[config.mk]
export PLATFORM = sky130hd
export DESIGN_NAME = sa_1d_window_feeder_flat
export DESIGN_NICKNAME = d
export VERILOG_FILES = /design/src/rtl/sa_1d_window_feeder_if.sv /design/src/rtl/sa_1d_window_feeder.sv /design/src/flat_wrapper.sv
export SDC_FILE = /design/constraint.sdc
export NUM_CORES = 1
export LEC_CHECK = 0
export BUFFER_PORTS_ARGS = -buffer_cell sky130_fd_sc_hd__buf_2
export CELL_PAD_IN_SITES_DETAIL_PLACEMENT = 1
export CELL_PAD_IN_SITES_GLOBAL_PLACEMENT = 1
export CORE_MARGIN = 4
export CORE_UTILIZATION = 44
export CTS_CLUSTER_DIAMETER = 40
export DETAILED_ROUTE_END_ITERATION = 8
export GPL_TIMING_DRIVEN = 0
export PLACE_DENSITY_LB_ADDON = 0.2
export SLEW_MARGIN = 40
export SYNTH_ARGS = -nofsm -noshare
export SYNTH_HDL_FRONTEND = slang
export SYNTH_SLANG_ARGS = --single-unit
[constraint.sdc]
create_clock -name clk -period 3.1 [get_ports clk]
set_input_delay 0.31 -clock clk [delete_from_list [all_inputs] [get_ports clk]]
set_output_delay 0.31 -clock clk [all_outputs]
set_load 0.1 [all_outputs]
[src/rtl/sa_1d_window_feeder_if.sv]
// Bundle of the sequence-control, sample-stream and window-beat signals of sa_1d_window_feeder.
// The slave modport is the feeder's view; the master modport is the view of the block driving it.
interface sa_1d_window_feeder_if #(
  parameter int unsigned DATA_WIDTH = 8,
  parameter int unsigned LEN_W      = 8
);
  logic                  start;
  logic [LEN_W-1:0]      seq_len;
  logic                  s_valid;
  logic [DATA_WIDTH-1:0] s_data;
  logic                  s_ready;
  logic                  win_valid;
  logic [DATA_WIDTH-1:0] win_d0;
  logic [DATA_WIDTH-1:0] win_d1;
  logic [DATA_WIDTH-1:0] win_d2;
  logic                  busy;
  logic                  done;
  logic [LEN_W-1:0]      win_count;

  modport master (
    output start, seq_len, s_valid, s_data,
    input  s_ready, win_valid, win_d0, win_d1, win_d2, busy, done, win_count
  );

  modport slave (
    input  start, seq_len, s_valid, s_data,
    output s_ready, win_valid, win_d0, win_d1, win_d2, busy, done, win_count
  );
endinterface

[src/rtl/sa_1d_window_feeder.sv]
// Sliding 3-sample window builder feeding the sa_1d systolic array, with sequence framing.
// Optional "same" zero padding is enabled by defining SA_WINDOW_ZERO_PAD_EN.
module sa_1d_window_feeder #(
  parameter int unsigned DATA_WIDTH = 8,
  parameter int unsigned LEN_W      = 8,
  parameter int unsigned STRIDE     = 1
) (
  input  logic                clk,
  input  logic                rst_n,
  sa_1d_window_feeder_if.slave bus
);

`ifdef SA_WINDOW_ZERO_PAD_EN
  localparam int unsigned MIN_LEN  = 1;
  localparam int unsigned FILL_CNT = 1;
  typedef enum logic [2:0] {IDLE, FILL, STREAM, FLUSH, DONE} state_t;
`else
  localparam int unsigned MIN_LEN  = 3;
  localparam int unsigned FILL_CNT = 2;
  typedef enum logic [2:0] {IDLE, FILL, STREAM, DONE} state_t;
`endif

  localparam int unsigned     PH_W    = 2;
  localparam logic [PH_W-1:0] PH_LAST = PH_W'(STRIDE - 1);

  state_t                state;
  logic [LEN_W-1:0]      len;
  logic [LEN_W-1:0]      cnt;
  logic [LEN_W-1:0]      win_count;
  logic [PH_W-1:0]       phase;
  logic [DATA_WIDTH-1:0] sr1;
  logic [DATA_WIDTH-1:0] sr2;
  logic [DATA_WIDTH-1:0] win_d0;
  logic [DATA_WIDTH-1:0] win_d1;
  logic [DATA_WIDTH-1:0] win_d2;
  logic                  win_valid;
  logic                  busy;
  logic                  done;

  logic                  ready_c;
  logic                  accept_c;
  logic                  last_c;
  logic                  emit_c;
  logic [PH_W-1:0]       phase_nxt_c;

  // Ready depends only on state and remaining count, never on s_valid.
  assign ready_c     = (state == FILL) || ((state == STREAM) && (cnt < len));
  assign accept_c    = bus.s_valid && ready_c;
  assign last_c      = (cnt == (len - LEN_W'(1)));
  assign emit_c      = (phase == '0);
  assign phase_nxt_c = (phase == PH_LAST) ? '0 : (phase + PH_W'(1));

  assign bus.s_ready   = ready_c;
  assign bus.win_valid = win_valid;
  assign bus.win_d0    = win_d0;
  assign bus.win_d1    = win_d1;
  assign bus.win_d2    = win_d2;
  assign bus.busy      = busy;
  assign bus.done      = done;
  assign bus.win_count = win_count;

  // Sequencer, shift register and registered window beat.
  always_ff @(posedge clk or negedge rst_n) begin
    if (!rst_n) begin
      state     <= IDLE;
      len       <= '0;
      cnt       <= '0;
      phase     <= '0;
      sr1       <= '0;
      sr2       <= '0;
      win_valid <= 1'b0;
      win_d0    <= '0;
      win_d1    <= '0;
      win_d2    <= '0;
      win_count <= '0;
      busy      <= 1'b0;
      done      <= 1'b0;
    end else begin
      win_valid <= 1'b0;
      done      <= 1'b0;
      case (state)
        IDLE: begin
          if (bus.start) begin
            len       <= bus.seq_len;
            cnt       <= '0;
            phase     <= '0;
            win_count <= '0;
            sr1       <= '0;
            sr2       <= '0;
            busy      <= 1'b1;
            if (bus.seq_len < LEN_W'(MIN_LEN)) begin
              state <= DONE;
              done  <= 1'b1;
            end else begin
              state <= FILL;
            end
          end
        end

        FILL: begin
          if (accept_c) begin
            sr1 <= sr2;
            sr2 <= bus.s_data;
            cnt <= cnt + LEN_W'(1);
            if (cnt == LEN_W'(FILL_CNT - 1)) begin
`ifdef SA_WINDOW_ZERO_PAD_EN
              if (last_c) begin
                state <= FLUSH;
              end else begin
                state <= STREAM;
              end
`else
              state <= STREAM;
`endif
            end
          end
        end

        STREAM: begin
          if (accept_c) begin
            sr1   <= sr2;
            sr2   <= bus.s_data;
            cnt   <= cnt + LEN_W'(1);
            phase <= phase_nxt_c;
            if (emit_c) begin
              win_valid <= 1'b1;
              win_d0    <= sr1;
              win_d1    <= sr2;
              win_d2    <= bus.s_data;
              win_count <= win_count + LEN_W'(1);
            end
            if (last_c) begin
`ifdef SA_WINDOW_ZERO_PAD_EN
              state <= FLUSH;
`else
              state <= DONE;
              done  <= 1'b1;
`endif
            end
          end
        end

`ifdef SA_WINDOW_ZERO_PAD_EN
        // Trailing zero shifted in after the last real sample.
        FLUSH: begin
          phase <= phase_nxt_c;
          if (emit_c) begin
            win_valid <= 1'b1;
            win_d0    <= sr1;
            win_d1    <= sr2;
            win_d2    <= '0;
            win_count <= win_count + LEN_W'(1);
          end
          state <= DONE;
          done  <= 1'b1;
        end
`endif

        DONE: begin
          state <= IDLE;
          busy  <= 1'b0;
        end

        default: begin
          state <= IDLE;
          busy  <= 1'b0;
        end
      endcase
    end
  end

endmodule

[src/flat_wrapper.sv]
// flat-port wrapper written by rule: the top's interface ports become plain ports
module sa_1d_window_feeder_flat 
#(
  parameter int unsigned DATA_WIDTH = 8,
  parameter int unsigned LEN_W      = 8,
  parameter int unsigned STRIDE     = 1
)
  (clk, rst_n, bus_start, bus_seq_len, bus_s_valid, bus_s_data, bus_s_ready, bus_win_valid, bus_win_d0, bus_win_d1, bus_win_d2, bus_busy, bus_done, bus_win_count);
  sa_1d_window_feeder_if #(.DATA_WIDTH(DATA_WIDTH), .LEN_W(LEN_W)) bus_i ();
  input  logic clk;
  input  logic rst_n;
  input wire logic [$bits(bus_i.start)-1:0] bus_start;
  input wire logic [$bits(bus_i.seq_len)-1:0] bus_seq_len;
  input wire logic [$bits(bus_i.s_valid)-1:0] bus_s_valid;
  input wire logic [$bits(bus_i.s_data)-1:0] bus_s_data;
  output wire logic [$bits(bus_i.s_ready)-1:0] bus_s_ready;
  output wire logic [$bits(bus_i.win_valid)-1:0] bus_win_valid;
  output wire logic [$bits(bus_i.win_d0)-1:0] bus_win_d0;
  output wire logic [$bits(bus_i.win_d1)-1:0] bus_win_d1;
  output wire logic [$bits(bus_i.win_d2)-1:0] bus_win_d2;
  output wire logic [$bits(bus_i.busy)-1:0] bus_busy;
  output wire logic [$bits(bus_i.done)-1:0] bus_done;
  output wire logic [$bits(bus_i.win_count)-1:0] bus_win_count;
  assign bus_i.start = bus_start;
  assign bus_i.seq_len = bus_seq_len;
  assign bus_i.s_valid = bus_s_valid;
  assign bus_i.s_data = bus_s_data;
  assign bus_s_ready = bus_i.s_ready;
  assign bus_win_valid = bus_i.win_valid;
  assign bus_win_d0 = bus_i.win_d0;
  assign bus_win_d1 = bus_i.win_d1;
  assign bus_win_d2 = bus_i.win_d2;
  assign bus_busy = bus_i.busy;
  assign bus_done = bus_i.done;
  assign bus_win_count = bus_i.win_count;
  sa_1d_window_feeder #(.DATA_WIDTH(DATA_WIDTH), .LEN_W(LEN_W), .STRIDE(STRIDE)) u_core (.clk(clk), .rst_n(rst_n), .bus(bus_i));
endmodule
==> summary.md <==
| Metric | Value |
|---|---|
| Status | completed |
| Worst Hold Launch | bus_s_data[3] |
| Vias post-DR | approximately 3000 |
| Drt via density | 5.582 |
| Vias in the first global route | 3137 |
| Die height | 99.51 um |
| Req. time, crit path | 3340 ps |
| Post-route ant nets | 0 |
| WL/cell | between 15 and 20 um |
| DIE AREA | between 9000 and 10000 um2 |
| CTS tree | built |
| Die X | 99.51 um |
| Core region area | 8175 um2 |
| Worst flop-to-flop path endpoint | u_core.bus.win_d1[0] |
| HP Class | in -> reg |
| Number of detailed-route iterations in the first pass | 4 |
| Clock root buffer | clkbuf_8 |
| Element type at the critical path end | flip-flop |
| Register bit total from synthesis | 71 |
| Slew margin rel. | 54.91% |
| Layout Skew | between 10 and 15 ps |
| Port bufs | 55 |
| First-pass GRT wire length | 15.55 mm |
| Initial antenna violation count | 0 |
| Rows | 33 |
| Remaining DRCs | 0 |
| Share of post-route cells with drive strength above 1 | 27.70% |
| Clock buffer depth | 2 |
| Tightest Pin Transition | 676.4 ps |
| Worst VDD drop | 0.0007205 V |
| Fmax | roughly 340 MHz |
| Clock sinks | 71 |
| Util after Layout | 53.29% |
| Number of diodes | 0 |
| Sequential share of the synthesized area | between 40% and 50% |
| Crit path kind | reg -> reg |
| Yosys warnings | 0 |
| Startpoint types | flip-flop |
| Post-Syn Instances | roughly 350 |
| Top cell type's share of synthesized area | 48.22% |
| Leading area contributor after synthesis | dfrtp_1 |
| Setup bufs post-CTS | 0 |
| Pins Over Slew Limit | 0 |
| Max-cap violations | 0 |
| Initial DRC count | 107 |
| Crit path max-delay cell type | clkbuf_1 |
| Area grow syn2layout | 18.23% |
| Worst R2R Start | u_core.len[6] |
| H-Tree Level Count | 3 |
| Async S/R FF share, synth | 100.0% |
| Wirelength, routed | ~9.2 mm |
| Worst hold path stage count | 3 |
| CTS Buf Count | 9 |
| Global route overflow | 0 |
| Dominant synthesized flop cell | dfrtp_1 |
| Syn_area_per_cell | 10.41 um2 |
| Crit-path cells | inv_1 -> ha_1 -> a21o_1 -> a221oi_2 -> nor2_2 -> nor4_1 -> clkbuf_1 -> mux2_2 |
| Worst R2R Setup Slack | 180 ps |
| P_leak | 2.044 nW |
| RSZ-0062 raised after global routing | no |
| Routability Congestion | between 0.7 and 0.8 |
| Crit path DAT | 3160 ps |
| Post-synthesis cell type count | 49 |
| Setup TNS | 0 ps |
| Final worst-path cycle share | 94.32% |
| Synth area leaders | dfrtp_1, mux2_2, ha_1, nand2_1, a21oi_1 |
| Post-synth EDFFs | 0 |
| Starting Density | 45.07% |
| Most frequent cell after synthesis | dfrtp_1 |
| Detailed Place HPWL | ~6.7 mm |
| P per Cell Area | 1126 nW/um2 |
| # IOs | 56 |
| Fin crit period | 2924 ps |
| Critical path's largest stage delay | roughly 570 ps |
| Reg clk slew, reported paths | 90 ps |
| R2R depth | 8 |
| Clk_lat worst skew | 360 ps |
| CP max FO | 10 |
| Hold path endpoint | u_core.sr2[3] |
| Final setup viols | 0 |
| Syn nets | roughly 390 |
| Post-synthesis cell area | roughly 3700 um2 |
| NumNets Final | between 400 and 500 |
| Final-report hold violation count | 0 |
| Largest net degree at the start of global routing | 52 |
| Most common library cells after synthesis | dfrtp_1, nand2_1, mux2_2, a21oi_1, inv_1 |
| Overall routing resource usage | about a fifth |
-- registers in the layout, indices dropped and copies added (netlist names) --
signal	flops
u_core.phase	2
u_core.bus.win_d1	8
u_core.cnt	8
u_core.sr2	8
u_core.bus.win_d2	8
u_core.bus.win_valid	1
u_core.bus.win_count	8
u_core.state	2
u_core.bus.win_d0	8
u_core.sr1	8
u_core.bus.busy	1
u_core.len	8
u_core.bus.done	1
-- worst max-delay path: cells and delay by family, from the launching register on --
kind | cells | cell delay (ps)
AO/OA/AOI/OAI | 2 | 490
adder cells (fa/ha/maj) | 1 | 290
buffers and inverters | 2 | 640
flip-flops | 1 | 450
multiplexers | 1 | 410
AND/OR/NAND/NOR | 2 | 520
-- per-layer routing --
| layer | up-vias | track usage (%) | part of all wire [%] |
|---|---|---|---|
| met4 | 0 | 6.092 | 1.3 |
| met2 | 34 | 31.82 | 48 |
| li1 | 1423 | - | - |
| met3 | 13 | 4.348 | 2.7 |
| met1 | 1494 | 27.22 | 48 |
| met5 | - | 0 | 0 |
-- layout make-up --
class,count,area (um2)
plain buffers,13,55.05
clock buffers,9,123.9
clock inverters,6,70.07
fillers,955,3819
inverters,20,75.07
multi-input cells,250,1805
flip-flops and latches,71,1777
well taps,105,131.4
repair buffers,57,319.1
-- where the power goes --
part           total (mW)  internal (mW)  switching (mW)  leakage, nW
clock network       0.756          0.371           0.385       0.0879
logic                2.69          0.672            2.02         1.01
registers            1.45           1.21           0.240        0.945
total                4.90           2.26            2.65         2.04
-- timing repair --
| item | CTS | global route |
|---|---|---|
| endpoints found under the setup margin | 0 | 29 |
| hold endpoints to repair | 20 | 0 |
| resized for setup | 0 | 2 |
| hold buffers | 1 | 0 |
-- cell families after synthesis --
family	synth area share (%)
AND/OR/NAND/NOR	16.88
flip-flops	48.22
AO/OA/AOI/OAI	12.87
multiplexers	10.32
buffers and inverters	3.463
adder cells (fa/ha/maj)	6.112
XOR/XNOR	2.139
-- through the flow --
step | hold WS (ps) | instances | cell area (um2) | total power, mW | setup slack, ps
after floorplan | 14.41 | 354 | 3685 | 3.555 | 225.3
after global placement | 485.6 | 514 | 4091 | 4.072 | 213.8
after detailed placement | 176.4 | 515 | 4130 | 4.157 | 62.75
after CTS | 179.2 | 531 | 4334 | 4.930 | 18.60
after global routing | 178.8 | 531 | 4357 | 5.217 | 15.99
final | 191.0 | 531 | 4357 | 4.904 | 176.0
-- worst max path at each step --
stage	to	slack, ps	cells past startpoint	from
global placement	u_core.phase[1]	210	7	u_core.cnt[7]
floorplan	bus_s_ready	230	5	u_core.cnt[6]
CTS	u_core.sr1[1]	20	9	u_core.len[6]
detailed placement	u_core.sr2[5]	60	9	u_core.len[6]
finish	u_core.bus.win_d1[0]	180	8	u_core.len[6]
global route	u_core.bus.win_d2[2]	20	9	u_core.len[6]
-- placed cells by master, fill, tap and decap left out, types with 4 or more instances in the layout --
master / netlist / routed
nor2_1: 12 / 12
o21ai_0: 8 / 8
ha_1: 18 / 18
mux2_2: 32 / 32
a21oi_1: 28 / 27
clkbuf_1: 10 / 10
o31ai_1: 8 / 8
inv_1: 20 / 20
nand2b_1: 4 / 4
or4_1: 9 / 9
or3_1: 4 / 4
nand3_1: 13 / 13
nor3_1: 6 / 5
nor4_1: 4 / 4
dfrtp_1: 71 / 71
xnor2_1: 6 / 6
buf_2: 3 / 56
clkbuf_8: 0 / 9
nand2_1: 44 / 44
Power figures use the tool's default switching activity.
